### config.mk
export PLATFORM = sky130hd
export DESIGN_NAME = fetch_ctrl
export DESIGN_NICKNAME = d
export VERILOG_FILES = /design/src/rtl/fetch_ctrl.sv
export SDC_FILE = /design/constraint.sdc
export NUM_CORES = 1
export LEC_CHECK = 0
export BUFFER_PORTS_ARGS = -buffer_cell sky130_fd_sc_hd__buf_2
export CAP_MARGIN = 0
export CELL_PAD_IN_SITES_DETAIL_PLACEMENT = 0
export CELL_PAD_IN_SITES_GLOBAL_PLACEMENT = 2
export CORE_ASPECT_RATIO = 1.1
export CORE_MARGIN = 5
export CORE_UTILIZATION = 40
export DETAILED_ROUTE_END_ITERATION = 10
export PLACE_DENSITY = 0.88
export SETUP_SLACK_MARGIN = 0.5
export SLEW_MARGIN = 20
export SYNTH_ARGS = -nofsm -noshare
export SYNTH_HDL_FRONTEND = slang
export SYNTH_SLANG_ARGS = --single-unit
### constraint.sdc
create_clock -name clk_i -period 3.1 [get_ports clk_i]
set_input_delay 0.62 -clock clk_i [delete_from_list [all_inputs] [get_ports clk_i]]
set_output_delay 0.62 -clock clk_i [all_outputs]
set_load 0.02 [all_outputs]
### src/rtl/fetch_ctrl.sv
// Fetch sequencer: owns the PC, issues in-order I-cache requests and buffers
// responses for decode. Redirects flush the queue and drop stale in-flight responses.
//
//   state | meaning
//   RUN   | issuing requests, responses pushed into the fetch queue
//   FLUSH | no requests; responses are stale and counted down in drop_cnt
module fetch_ctrl #(
    parameter logic [31:0] RESET_PC = 32'h0000_0000,
    parameter int          DEPTH    = 4
) (
    input  logic        clk_i,
    input  logic        rst_ni,
    input  logic        redir_i,
    input  logic [31:0] redir_pc_i,
    output logic        ic_req_valid_o,
    input  logic        ic_req_ready_i,
    output logic [31:0] ic_req_addr_o,
    input  logic        ic_rsp_valid_i,
    input  logic [31:0] ic_rsp_data_i,
    output logic        inst_valid_o,
    input  logic        inst_ready_i,
    output logic [31:0] inst_o,
    output logic [31:0] inst_pc_o
);

    localparam int AW = $clog2(DEPTH);
    localparam int CW = AW + 1;
    localparam logic [CW:0] DEPTH_W = DEPTH[CW:0];

    typedef enum logic {RUN, FLUSH} state_t;

    state_t          state_q;
    state_t          state_d;
    logic [31:0]     pc_q;
    logic [CW-1:0]   out_cnt;
    logic [CW-1:0]   drop_cnt;
    logic [CW-1:0]   drop_d;
    logic [CW-1:0]   count;
    logic [CW:0]     inflight;

    logic [AW-1:0]   pf_wr;
    logic [AW-1:0]   pf_rd;
    logic [AW-1:0]   q_wr;
    logic [AW-1:0]   q_rd;
    logic [31:0]     pf_mem     [DEPTH];
    logic [31:0]     q_pc_mem   [DEPTH];
    logic [31:0]     q_inst_mem [DEPTH];

    logic            req_valid;
    logic            req_fire;
    logic            rsp_ok;
    logic            push;
    logic            pop;
    logic            inst_valid;
    logic [1:0]      unused_redir_lsb;

    assign unused_redir_lsb = redir_pc_i[1:0];
    assign inflight = {1'b0, out_cnt} + {1'b0, count};

    always_comb begin
        state_d    = state_q;
        drop_d     = drop_cnt;
        rsp_ok     = ic_rsp_valid_i && (out_cnt != '0);
        inst_valid = (count != '0) && !redir_i;
        pop        = inst_valid && inst_ready_i;
        req_valid  = rst_ni && (state_q == RUN) && !redir_i && (inflight < DEPTH_W);
        req_fire   = req_valid && ic_req_ready_i;
        push       = rsp_ok && (state_q == RUN) && !redir_i;
        if (redir_i) begin
            // the response landing in the redirect cycle is already consumed
            drop_d  = out_cnt - CW'(rsp_ok);
            state_d = (drop_d != '0) ? FLUSH : RUN;
        end else if (state_q == FLUSH) begin
            if (rsp_ok) begin
                drop_d = drop_cnt - CW'(1);
            end
            if (drop_d == '0) begin
                state_d = RUN;
            end
        end
    end

    always_ff @(posedge clk_i) begin
        if (!rst_ni) begin
            state_q <= RUN;
        end else begin
            state_q <= state_d;
        end
    end

    always_ff @(posedge clk_i) begin
        if (!rst_ni) begin
            pc_q     <= RESET_PC;
            out_cnt  <= '0;
            drop_cnt <= '0;
            count    <= '0;
            pf_wr    <= '0;
            pf_rd    <= '0;
            q_wr     <= '0;
            q_rd     <= '0;
        end else begin
            drop_cnt <= drop_d;
            out_cnt  <= out_cnt + CW'(req_fire) - CW'(rsp_ok);
            if (req_fire) begin
                pf_wr <= pf_wr + AW'(1);
            end
            // PC FIFO stays aligned with the cache, stale responses included
            if (rsp_ok) begin
                pf_rd <= pf_rd + AW'(1);
            end
            if (redir_i) begin
                pc_q  <= {redir_pc_i[31:2], 2'b00};
                count <= '0;
                q_wr  <= '0;
                q_rd  <= '0;
            end else begin
                if (req_fire) begin
                    pc_q <= pc_q + 32'd4;
                end
                if (push) begin
                    q_wr <= q_wr + AW'(1);
                end
                if (pop) begin
                    q_rd <= q_rd + AW'(1);
                end
                count <= count + CW'(push) - CW'(pop);
            end
        end
    end

    always_ff @(posedge clk_i) begin
        if (req_fire) begin
            pf_mem[pf_wr] <= pc_q;
        end
        if (push) begin
            q_pc_mem[q_wr]   <= pf_mem[pf_rd];
            q_inst_mem[q_wr] <= ic_rsp_data_i;
        end
    end

    assign ic_req_valid_o = req_valid;
    assign ic_req_addr_o  = pc_q;
    assign inst_valid_o   = inst_valid;
    assign inst_o         = (count != '0) ? q_inst_mem[q_rd] : 32'h0;
    assign inst_pc_o      = (count != '0) ? q_pc_mem[q_rd]   : 32'h0;

endmodule

==> PnR_summary.wiki, run 1 <==
{| class="wikitable"
! Metric !! Value
|-
| Total of warnings raised by yosys || 0
|-
| Total via count in the routed design || 8954
|-
| Count of distinct cell types in the synthesized netlist || 53
|-
| Fmax || 376 MHz
|-
| Wire length of the first global-routing pass || 55800 µm
|-
| Leak pwr || 7.05 nW
|-
| Worst Hold Class || in2reg
|-
| Fraction of synthesized area in multiplexers || 0.128
|-
| Register area share after synthesis || 0.730
|-
| Layout cells sized above 1 || 0.400
|-
| Antenna-violating nets left || 0
|-
| Vertical die dimension || 223 µm
|-
| Dominant combinational cell family by area after synthesis || multiplexers
|-
| Clock buffer count from CTS || between 40 and 50
|-
| Max-cap viol count || 0
|-
| GRT Overall Usage || 0.159
|-
| VDD IR-drop max || 0.000331 V
|-
| Synth Area per Inst || 18.2 µm²
|-
| Startpoint types || register
|-
| Critical path arrival || just over 2 ns
|-
| H-tree depth || 2
|-
| Total Negative Setup Slacks || 0 ns
|-
| Number of diodes added for antenna fixing || 0
|-
| Headroom to the max-slew limit || 0.498
|-
| Rows || 78
|-
| Iteration count of the initial detailed-routing pass || 5
|-
| Hold-fix buffers, CTS || 0
|-
| Leading post-synthesis cells by cell area || edfxtp_1 (67%), mux4_2 (13%), dfxtp_1 (6.3%)
|-
| Post-synthesis cell area || 16600 µm²
|-
| Sequential Power Share || 0.488
|-
| Area growth from synthesis to layout || 24.9%
|-
| CP cell instances || buf_4 > buf_16 > mux4_2 > and2_4 > buf_4
|-
| Largest fanout on the critical path || 7
|-
| Net switching share of the total power || 0.238
|-
| Full die area || around 46000 µm²
|-
| Vias per std cell || 5.20
|-
| Final clock skew || 0.0290 ns
|-
| Total I/O pin count || 168
|-
| Die width || 204 µm
|-
| DRC violations left || 0
|-
| Cell type with the highest aggregate area in the netlist || edfxtp_1
|-
| Count of nets after finishing || ~1200
|-
| Initial cell density of the core || 0.403
|-
| Combined buffer and inverter count along the critical path || 3
|-
| Number of max-slew violations in the final report || 0
|-
| Part of the cycle the worst path needs || 0.857
|-
| Most used cell along the critical path || buf_4
|-
| Share of flip-flops with an asynchronous set or reset after synthesis || 0
|-
| Kind of end point of the critical path || primary output
|-
| Setup-violating endpoint count in the final report || 0
|-
| Share of synthesized cell area in full adder, half adder and majority cells || 0.0160
|-
| Outcome || finished, final reports clean
|-
| Initial antenna violation count || 0
|-
| Clock Sinks || 420
|-
| RSZ-0062 raised after global routing || yes
|-
| Critical Path RT || 2.48 ns
|-
| Global placer's final weighted congestion || 0.815
|-
| Insertion delay to the later sink of the worst-skew pair || around 0.55 ns
|-
| Compound-cell area share of the yosys netlist || 0.0303
|-
| Power per unit of standard cell area || 670 nW/µm²
|-
| Simple-Gate Fraction of Synth Area || 0.0703
|-
| Startpoint-to-endpoint class of the critical path || reg2out
|-
| Root buffer selected by CTS || clkbuf_16
|-
| Area fraction of the dominant cell type after synthesis || 0.667
|-
| Synthesized netlist cell count || roughly 910
|-
| Worst Max-Slew Pin Slew || 0.753 ns
|-
| CTS max path bufs || 3
|-
| Fin. Hold Viols || 0
|-
| Part of the total power dissipated in the clock network || 0.374
|-
| Proportion of power drawn by combinational gates || 0.137
|-
| Total internal power || 10.6 mW
|-
| Routed WL per cell || between 20 and 25 µm
|-
| Post-synth top flop || edfxtp_1
|-
| Vias in the first global route || 9228
|-
| Clock Pin Slew Worst Setup and Hold Paths || ~0.07 ns
|-
| Post-synth EDFFs || about 370
|-
| Hold Crit Depth || 2
|-
| Post-detailed-routing wire length || 37100 µm
|-
| Total stage count of the critical path || 5
|-
| Clock tree from TritonCTS || built
|-
| Max stage delay cell, worst path || mux4_2
|-
| Half-perimeter wire length of the detailed placement result || 22900 µm
|-
| Total global routing overflow || 0
|-
| Xor and xnor area share after synthesis || 0.00793
|-
| Psw || 3.30 mW
|-
| Depth of the worst register-to-register path || 13
|-
| Number of design-rule violations left by the first detailed-router iteration || around 600
|-
| Number of register bits inferred by synthesis || between 400 and 500
|-
| Crit-path leading delay family || multiplexers
|-
| Core region area || around 40000 µm²
|-
| Final core area utilization || 0.503
|-
| CP max stage delay || 0.52 ns
|-
| Input/output buffers || 161
|-
| Maximum number of pins on one net before global-route repair || 47
|-
| Post-layout min period || 2.66 ns
|}
synth_stat cells, drive strengths merged, types with 11 or more instances:
| master | n |
|---|---|
| edfxtp | 368 |
| mux4 | 92 |
| and2 | 75 |
| dfxtp | 52 |
| nand2 | 33 |
| clkbuf | 32 |
| nor2 | 29 |
| nand3 | 23 |
| a21oi | 21 |
| inv | 19 |
| ha | 18 |
| buf | 16 |
| o21ai | 14 |
| nand4 | 11 |
worst paths after layout:
path / from / end / slack, ns
setup reg to reg: count[2]$_SDFF_PP0_ / out_cnt[2]$_SDFF_PN0_ / 0.57
hold reg to reg: pf_wr[1]$_SDFFE_PN0P_ / pf_wr[1]$_SDFFE_PN0P_ / 0.50
hold / removal: redir_pc_i[19] / ic_req_addr_o[19]$_SDFFE_PN0P_ / 0.27
setup / recovery: register / inst_pc_o[17] / 0.44
area by class of cell:
class	count	area [µm²]
inverter	21	78.8
fill	3347	20400
clock buffer	47	1090
clock inverter	31	352
sequential	420	12100
tap	560	701
multi-input combinational	425	4410
timing repair buffer	218	1940
flip-flops by register name, summed over array words and instances (netlist names), named ones only:
name and cells:
drop_cnt 3, q_wr 2, out_cnt 3, q_inst_mem 128, pf_rd 2, pf_wr 2, state_q 1, pf_mem 120
ic_req_addr_o 30, q_rd 2, q_pc_mem 120, count 3
through the flow:
| stage | hold WS [ns] | total power, mW | setup slack, ns | area (µm²) | std cells |
|---|---|---|---|---|---|
| final | 0.269 | 13.9 | 0.443 | 20700 | 1722 |
| after global routing | 0.251 | 14.5 | 0.369 | 20700 | 1722 |
| after CTS | 0.237 | 13.9 | 0.358 | 20000 | 1712 |
| after detailed placement | 0.492 | 8.59 | 0.454 | 18400 | 1628 |
| after global placement | 0.484 | 8.53 | 0.468 | 18400 | 1628 |
| after floorplan | 0.469 | 7.96 | 0.500 | 16600 | 914 |
worst reg2reg max path: cells and delay by family, from the launching register on:
kind,cells,cell delay (ns)
adder cells (fa/ha/maj),4,1.01
AND/OR/NAND/NOR,3,0.47
flip-flops,1,0.34
XOR/XNOR,2,0.34
buffers and inverters,4,0.27
layout by cell type, fill, tap and decap left out, types with 5 or more instances in the layout:
| cell | Yosys | final |
|---|---|---|
| edfxtp_1 | 368 | 368 |
| buf_2 | 2 | 107 |
| mux4_2 | 92 | 92 |
| and2_4 | 0 | 52 |
| clkbuf_16 | 0 | 48 |
| buf_6 | 0 | 48 |
| dfxtp_1 | 52 | 45 |
| buf_4 | 4 | 36 |
| nand2_1 | 32 | 31 |
| nor2_1 | 29 | 29 |
| nand3_1 | 23 | 23 |
| a21oi_1 | 21 | 21 |
| inv_1 | 18 | 18 |
| buf_12 | 0 | 18 |
| ha_1 | 18 | 16 |
| and2_1 | 75 | 15 |
| o21ai_0 | 14 | 14 |
| nand4_1 | 11 | 11 |
| xnor2_1 | 10 | 10 |
| clkinv_1 | 2 | 8 |
| and2_2 | 0 | 8 |
| a31oi_1 | 8 | 8 |
| clkinv_2 | 0 | 8 |
| nor4_1 | 8 | 7 |
| bufinv_16 | 0 | 6 |
| and3_1 | 5 | 5 |
| o311ai_0 | 5 | 5 |
| o211ai_1 | 5 | 5 |
| xor2_1 | 5 | 5 |
| or3_1 | 6 | 5 |
timing repair:
action                     in CTS  in global routing
buffers inserted                4                  3
gates cloned                    2                  7
pin swaps                       3                 40
setup endpoints to repair      64                 67
resized for setup              20                175
power groups by stage:
stage / clock network, mW / registers, mW / logic [mW]
global placement: 0 / 6.87 / 1.66
detailed placement: 0 / 6.89 / 1.70
finish: 5.19 / 6.77 / 1.90
floorplan: 0 / 6.84 / 1.12
global route: 5.57 / 6.79 / 2.09
CTS: 5.33 / 6.77 / 1.79
layer usage:
layer	routed length (µm)	part of all wire	global-route usage
met2	18800	0.51	0.268
met1	15300	0.41	0.212
met4	901	0.024	0.0467
met5	0	0	0
met3	2140	0.058	0.0310
logic make-up after synthesis:
| kind of cell | count (synthesis) |
|---|---|
| xor+xnor | 15 |
| fa+ha+maj | 20 |
| compound gates | 76 |
| buf+inv | 69 |
| other cells | 1 |
| mux | 97 |
| simple gates | 213 |
| flops | 420 |
No activity file was read; power rests on OpenSTA's default activity.
==> run 2: changes to the inputs <==
--- a/config.mk
+++ b/config.mk
@@ -13,7 +13,9 @@
 export CORE_MARGIN = 5
 export CORE_UTILIZATION = 40
 export DETAILED_ROUTE_END_ITERATION = 10
+export HOLD_SLACK_MARGIN = 0.15
 export PLACE_DENSITY = 0.88
+export RECOVER_POWER = 100
 export SETUP_SLACK_MARGIN = 0.5
 export SLEW_MARGIN = 20
 export SYNTH_ARGS = -nofsm -noshare
==> PnR_summary.wiki, run 2 (same netlist as run 1, synthesis figures left out) <==
{| class="wikitable"
! Metric !! Value
|-
| Total Negative Setup Slacks || 0 ns
|-
| Maximum number of pins on one net before global-route repair || 47
|-
| Post-Place Cells || ~1600
|-
| Count of nets after finishing || approximately 1200
|-
| Startpoint types || register
|-
| Max stage delay cell, worst path || or3_1
|-
| Proportion of power drawn by combinational gates || 0.129
|-
| Leak pwr || ~6.6 nW
|-
| Register bank with the most flops || q_inst_mem
|-
| Placement-stage cell area || 18400 µm²
|-
| RSZ-0062 raised after global routing || yes
|-
| Initial cell density of the core || 0.403
|-
| Post-detailed-routing wire length || 37100 µm
|-
| Vias per std cell || 5.22
|-
| Net switching share of the total power || 0.239
|-
| Number of flip-flops under the largest register name || 128
|-
| CP max stage delay || 0.64 ns
|-
| CTS max path bufs || 3
|-
| Clock tree from TritonCTS || built
|-
| Number of max-slew violations in the final report || 0
|-
| Area of all placed cells without fillers || 20300 µm²
|-
| H-tree depth || 2
|-
| Fin. Hold Viols || 0
|-
| Critical Path RT || around 2.5 ns
|-
| Root buffer selected by CTS || clkbuf_16
|-
| Fmax || 355 MHz
|-
| Psw || 3.27 mW
|-
| Most common cell after layout, fill and taps aside || edfxtp_1
|-
| Worst Hold Class || in2reg
|-
| Sequential Power Share || 0.492
|-
| Core region area || around 41000 µm²
|-
| Final Non-Filler Cells || 1722
|-
| Clock buffer count from CTS || 42
|-
| Post-layout total power || around 14 mW
|-
| Part of the total power dissipated in the clock network || 0.378
|-
| Vertical die dimension || 223 µm
|-
| Headroom to the max-slew limit || 0.385
|-
| Iteration count of the initial detailed-routing pass || 5
|-
| Max-cap viol count || 0
|-
| Insertion delay to the later sink of the worst-skew pair || between 0.5 and 0.6 ns
|-
| Half-perimeter wire length of the detailed placement result || around 23000 µm
|-
| Total internal power || approximately 10 mW
|-
| Total I/O pin count || roughly 170
|-
| Highest-count cells in the layout ignoring fill and taps || edfxtp_1 (368), mux4_2 (92), clkbuf_1 (88), dfxtp_1 (49)
|-
| Worst Max-Slew Pin Slew || ~0.92 ns
|-
| Die width || 204 µm
|-
| Clock Sinks || 420
|-
| Wire length of the first global-routing pass || 55800 µm
|-
| Min Hold Slack || 0.272 ns
|-
| Initial antenna violation count || 0
|-
| Total via count in the routed design || 8988
|-
| Setup WS post-layout || 0.281 ns
|-
| Area growth from synthesis to layout || 22.8%
|-
| GRT Overall Usage || 0.159
|-
| Critical path arrival || 2.20 ns
|-
| Final core area utilization || 0.495
|-
| Vias in the first global route || just over 9000
|-
| Clock Pin Slew Worst Setup and Hold Paths || approximately 0.070 ns
|-
| Antenna-violating nets left || 0
|-
| Registers with the most flip-flops || q_inst_mem x128, pf_mem x120, q_pc_mem x120
|-
| Outcome || finished, final reports clean
|-
| Part of the cycle the worst path needs || 0.909
|-
| Final clock skew || 0.0271 ns
|-
| Worst slack at placement || 0.454 ns
|-
| Full die area || 45600 µm²
|-
| Rows || 78
|-
| Setup-violating endpoint count in the final report || 0
|-
| Total global routing overflow || 0
|-
| CP cell instances || or3_1 > buf_12 > and2_1 > buf_2
|-
| VDD IR-drop max || 0.000329 V
|-
| Number of design-rule violations left by the first detailed-router iteration || 551
|-
| Largest fanout on the critical path || 16
|-
| Post-layout min period || 2.82 ns
|-
| Kind of end point of the critical path || primary output
|-
| Number of diodes added for antenna fixing || 0
|-
| Global placer's final weighted congestion || 0.815
|-
| Power per unit of standard cell area || 675 nW/µm²
|-
| Routed WL per cell || 21.5 µm
|-
| Startpoint-to-endpoint class of the critical path || reg2out
|-
| Input/output buffers || 161
|-
| Layout cells sized above 1 || 0.280
|-
| DRC violations left || 0
|}
## run 2: layer usage
| metal | up-vias | wire, µm | track usage |
|---|---|---|---|
| met5 | - | 0 | 0 |
| met4 | 0 | 866 | 0.0467 |
| met3 | 57 | 1950 | 0.0310 |
| met2 | 265 | 18800 | 0.268 |
| met1 | 4615 | 15500 | 0.212 |
| li1 | 4051 | - | - |
## run 2: power by group through the flow
stage | clock network (mW) | registers (mW) | logic [mW]
CTS | 5.33 | 6.77 | 1.79
floorplan | 0 | 6.84 | 1.12
global route | 5.57 | 6.78 | 1.96
detailed placement | 0 | 6.89 | 1.70
global placement | 0 | 6.87 | 1.66
finish | 5.19 | 6.76 | 1.77
## run 2: final cells by class
type                            instances  area (µm²)
Sequential cell                       420       12100
Multi-Input combinational cell        425        4260
Fill cell                            3423       20800
Tap cell                              560         701
Clock buffer                           47        1090
Clock inverter                         31         352
Timing Repair Buffer                  218        1750
Inverter                               21        78.8
## run 2: path summary, 6_finish.rpt
kind / from / endpoint / slack [ns] / cells after the start
setup / recovery: count[1]$_SDFF_PP0_ / inst_valid_o / 0.28 / 4
setup reg to reg: count[1]$_SDFF_PP0_ / count[2]$_SDFF_PP0_ / 0.41 / 11
hold reg to reg: pf_wr[1]$_SDFFE_PN0P_ / pf_wr[1]$_SDFFE_PN0P_ / 0.50 / 2
hold / removal: redir_pc_i[19] / ic_req_addr_o[19]$_SDFFE_PN0P_ / 0.27 / 2
## run 2: what timing repair did
action	CTS	global route
setup endpoints to repair	64	67
hold buffers	0	0
gates cloned	2	7
gates resized for setup	20	175
pin swaps	3	40
setup buffers	4	3
## run 2: worst max-delay path: cells and delay by family, from the launching register on
kind          cells  cell delay, ns
flops             1            0.37
buf+inv           2            0.44
simple gates      2            0.84
==> run 3: changes to the inputs <==
--- a/config.mk
+++ b/config.mk
@@ -5,13 +5,14 @@
 export SDC_FILE = /design/constraint.sdc
 export NUM_CORES = 1
 export LEC_CHECK = 0
+export ABC_AREA = 1
 export BUFFER_PORTS_ARGS = -buffer_cell sky130_fd_sc_hd__buf_2
 export CAP_MARGIN = 0
 export CELL_PAD_IN_SITES_DETAIL_PLACEMENT = 0
 export CELL_PAD_IN_SITES_GLOBAL_PLACEMENT = 2
-export CORE_ASPECT_RATIO = 1.1
+export CORE_ASPECT_RATIO = 1.4
 export CORE_MARGIN = 5
-export CORE_UTILIZATION = 40
+export CORE_UTILIZATION = 36
 export DETAILED_ROUTE_END_ITERATION = 10
 export HOLD_SLACK_MARGIN = 0.15
 export PLACE_DENSITY = 0.88
==> PnR_summary.wiki, run 3 <==
{| class="wikitable"
! Metric !! Value
|-
| Outcome || finished, final reports clean
|-
| Headroom to the max-slew limit || 0.258
|-
| GRT Overall Usage || 0.155
|-
| Count of distinct cell types in the synthesized netlist || 39
|-
| Post-synth top flop || edfxtp_1
|-
| Number of filler cells placed in the layout || 4522
|-
| Layout cells sized above 1 || 0.110
|-
| Most frequent cells after synthesis || nor2_1 (369), edfxtp_1 (368), o21ai_0 (218), nand2_1 (130), a21oi_1 (99)
|-
| Count of nets after finishing || 1812
|-
| DRC violations left || 0
|-
| Dominant combinational cell family by area after synthesis || simple AND/OR/NAND/NOR gates
|-
| Compound-cell area share of the yosys netlist || 0.107
|-
| Combined buffer and inverter count along the critical path || 3
|-
| Worst Hold Class || in2reg
|-
| Simple-Gate Fraction of Synth Area || 0.131
|-
| Xor and xnor area share after synthesis || 0.00809
|-
| Final core area utilization || 0.432
|-
| Area of combinational cells with multiple inputs || 4580 µm²
|-
| Insertion delay to the later sink of the worst-skew pair || approximately 0.54 ns
|-
| Post-layout total power || 13.4 mW
|-
| Startpoint-to-endpoint class of the critical path || reg2out
|-
| Wire length of the first global-routing pass || 64500 µm
|-
| Startpoint types || register
|-
| Fraction of synthesized area in multiplexers || 0
|-
| Register area share after synthesis || 0.698
|-
| Count leader, synth || nor2_1
|-
| Kind of end point of the critical path || primary output
|-
| Final clock skew || about 0.025 ns
|-
| Number of design-rule violations left by the first detailed-router iteration || 586
|-
| Register area || ~12000 µm²
|-
| Power per unit of standard cell area || 648 nW/µm²
|-
| Worst Max-Slew Pin Slew || ~1.1 ns
|-
| Area growth from synthesis to layout || 19.3%
|-
| Post-synth EDFFs || 368
|-
| Synth Area per Inst || ~11 µm²
|-
| Critical path arrival || 2.13 ns
|-
| Part of the cycle the worst path needs || 0.887
|-
| Synthesized netlist cell count || 1543
|-
| Critical Path RT || 2.48 ns
|-
| VDD IR-drop max || about 0.00035 V
|-
| Global placer's final weighted congestion || 0.780
|-
| CP cell instances || nor3_1 > buf_12 > buf_6 > a21oi_1 > buf_4
|-
| Setup WS post-layout || 0.350 ns
|-
| Total of warnings raised by yosys || 0
|-
| Max stage delay cell, worst path || nor3_1
|-
| Registers with the most flip-flops || q_inst_mem x128, pf_mem x120, q_pc_mem x120
|-
| Cell type with the highest aggregate area in the netlist || edfxtp_1
|-
| Setup-violating endpoint count in the final report || 0
|-
| Half-perimeter wire length of the detailed placement result || 25400 µm
|-
| Number of flip-flops under the largest register name || 128
|-
| Clock Pin Slew Worst Setup and Hold Paths || about 0.060 ns
|-
| Share of synthesized cell area in full adder, half adder and majority cells || 0.0153
|-
| Die width || 195 µm
|-
| Core region area || 47800 µm²
|-
| Vertical die dimension || 270 µm
|-
| Post-synthesis cell area || 17300 µm²
|-
| Post-Place Cells || 2285
|-
| Number of diodes added for antenna fixing || 0
|-
| CP max stage delay || between 0.3 and 0.4 ns
|-
| Share of flip-flops with an asynchronous set or reset after synthesis || 0
|-
| Most common cell after layout, fill and taps aside || edfxtp_1
|-
| Initial antenna violation count || 0
|-
| Register bank with the most flops || q_inst_mem
|-
| Fmax || 364 MHz
|-
| Total I/O pin count || 168
|-
| Initial cell density of the core || 0.363
|-
| Total via count in the routed design || 11722
|-
| Full die area || ~53000 µm²
|-
| Number of max-slew violations in the final report || 0
|-
| Fin. Hold Viols || 0
|-
| Largest fanout on the critical path || 31
|-
| Leading post-synthesis cells by cell area || edfxtp_1 (64%), nor2_1 (8.0%), o21ai_0 (6.3%)
|-
| Crit-path leading delay family || buffers and inverters
|-
| Vias in the first global route || approximately 12000
|-
| Routed WL per cell || 19.0 µm
|-
| Worst slack at placement || about 0.56 ns
|-
| Clock tree from TritonCTS || built
|-
| Iteration count of the initial detailed-routing pass || 5
|-
| Clock buffer count from CTS || 41
|-
| Final Non-Filler Cells || 2384
|-
| Maximum number of pins on one net before global-route repair || between 60 and 70
|-
| Leak pwr || ~7.2 nW
|-
| CTS max path bufs || 3
|-
| Antenna-violating nets left || 0
|-
| H-tree depth || 2
|-
| Total Negative Setup Slacks || 0 ns
|-
| Clock Sinks || 420
|-
| Highest-count cells in the layout ignoring fill and taps || edfxtp_1 (368), nor2_1 (358), o21ai_0 (195), nand2_1 (132), clkbuf_1 (121)
|-
| Max-cap viol count || 0
|-
| Root buffer selected by CTS || clkbuf_16
|-
| Area fraction of the dominant cell type after synthesis || 0.638
|-
| Post-layout min period || 2.75 ns
|-
| Vias per std cell || 4.92
|-
| Input/output buffers || 161
|-
| Number of register bits inferred by synthesis || 420
|-
| Total global routing overflow || 0
|-
| Rows || 95
|-
| RSZ-0062 raised after global routing || yes
|-
| Post-detailed-routing wire length || roughly 45000 µm
|}
run 3: changes by cell type in the layout (fill, tap and decap cells not counted), moves of 24 or more:
cell      delta
a21oi_1     +77
buf_6       -38
inv_1       +63
and2_0      -48
mux4_2      -92
clkbuf_1    +33
o21ai_1     +24
o22ai_1     +32
nor2_1     +329
o21ai_0    +181
nand2_1    +100
run 3: metrics by stage:
| stage | hold slack [ns] | cell area [µm²] |
|---|---|---|
| final | 0.336 | 20700 |
| after global routing | 0.307 | 20700 |
| after floorplan | 0.436 | 17400 |
| after detailed placement | 0.461 | 18900 |
| after global placement | 0.449 | 18900 |
| after CTS | 0.260 | 20500 |
run 3: where the power goes:
group          internal, mW  leakage (nW)  total (mW)  switching, mW
combinational         0.515          2.76        1.76           1.24
clock                  2.84         0.651        4.86           2.03
sequential             6.62          3.77        6.77          0.159
total                  9.97          7.18        13.4           3.43
run 3: final cells by class:
| type | instances | share of cell area |
|---|---|---|
| Sequential cell | 420 | 0.586 |
| Clock buffer | 50 | 0.0543 |
| Inverter | 87 | 0.0170 |
| Clock inverter | 25 | 0.0102 |
| Tap cell | 630 | 0.0382 |
| Timing Repair Buffer | 215 | 0.0729 |
| Multi-Input combinational cell | 957 | 0.222 |
run 3: logic make-up after synthesis:
kind of cell,after synthesis
buffers and inverters,169
XOR/XNOR,16
AND/OR/NAND/NOR,559
adder cells (fa/ha/maj),20
other,1
AO/OA/AOI/OAI,358
flip-flops,420
run 3: final timing paths:
kind | start | to | slack (ns) | cells past startpoint
worst min register to register | q_rd[0]$_SDFFE_PP0P_ | register | 0.45 | 2
worst max register to register | out_cnt[1]$_SDFF_PN0_ | q_pc_mem[1][25]$_DFFE_PP_ | 0.55 | 9
worst max-delay path | count[1]$_SDFF_PP0_ | inst_pc_o[7] | 0.35 | 5
worst min-delay path | ic_rsp_data_i[10] | q_inst_mem[3][10]$_DFFE_PP_ | 0.34 | 1
run 3: repair_timing:
item,4_1_cts,5_1_grt
buffers inserted,3,5
hold buffers,0,0
resized for setup,35,103
cloned,3,13
pin swaps,5,36
setup endpoints to repair,62,58
run 3: worst register-to-register path, delay by kind of cell (launching register included):
kind          cells  cell delay [ns]
simple gates      5             0.69
buf+inv           4             1.00
flops             1             0.45
run 3: metal layers:
| metal | GRT usage | up-vias | wire length, µm |
|---|---|---|---|
| met5 | 0 | - | 0 |
| met4 | 0.0566 | 0 | 1500 |
| met3 | 0.0202 | 74 | 1640 |
| met2 | 0.293 | 258 | 24600 |
| met1 | 0.176 | 5683 | 17500 |
| li1 | - | 5707 | - |
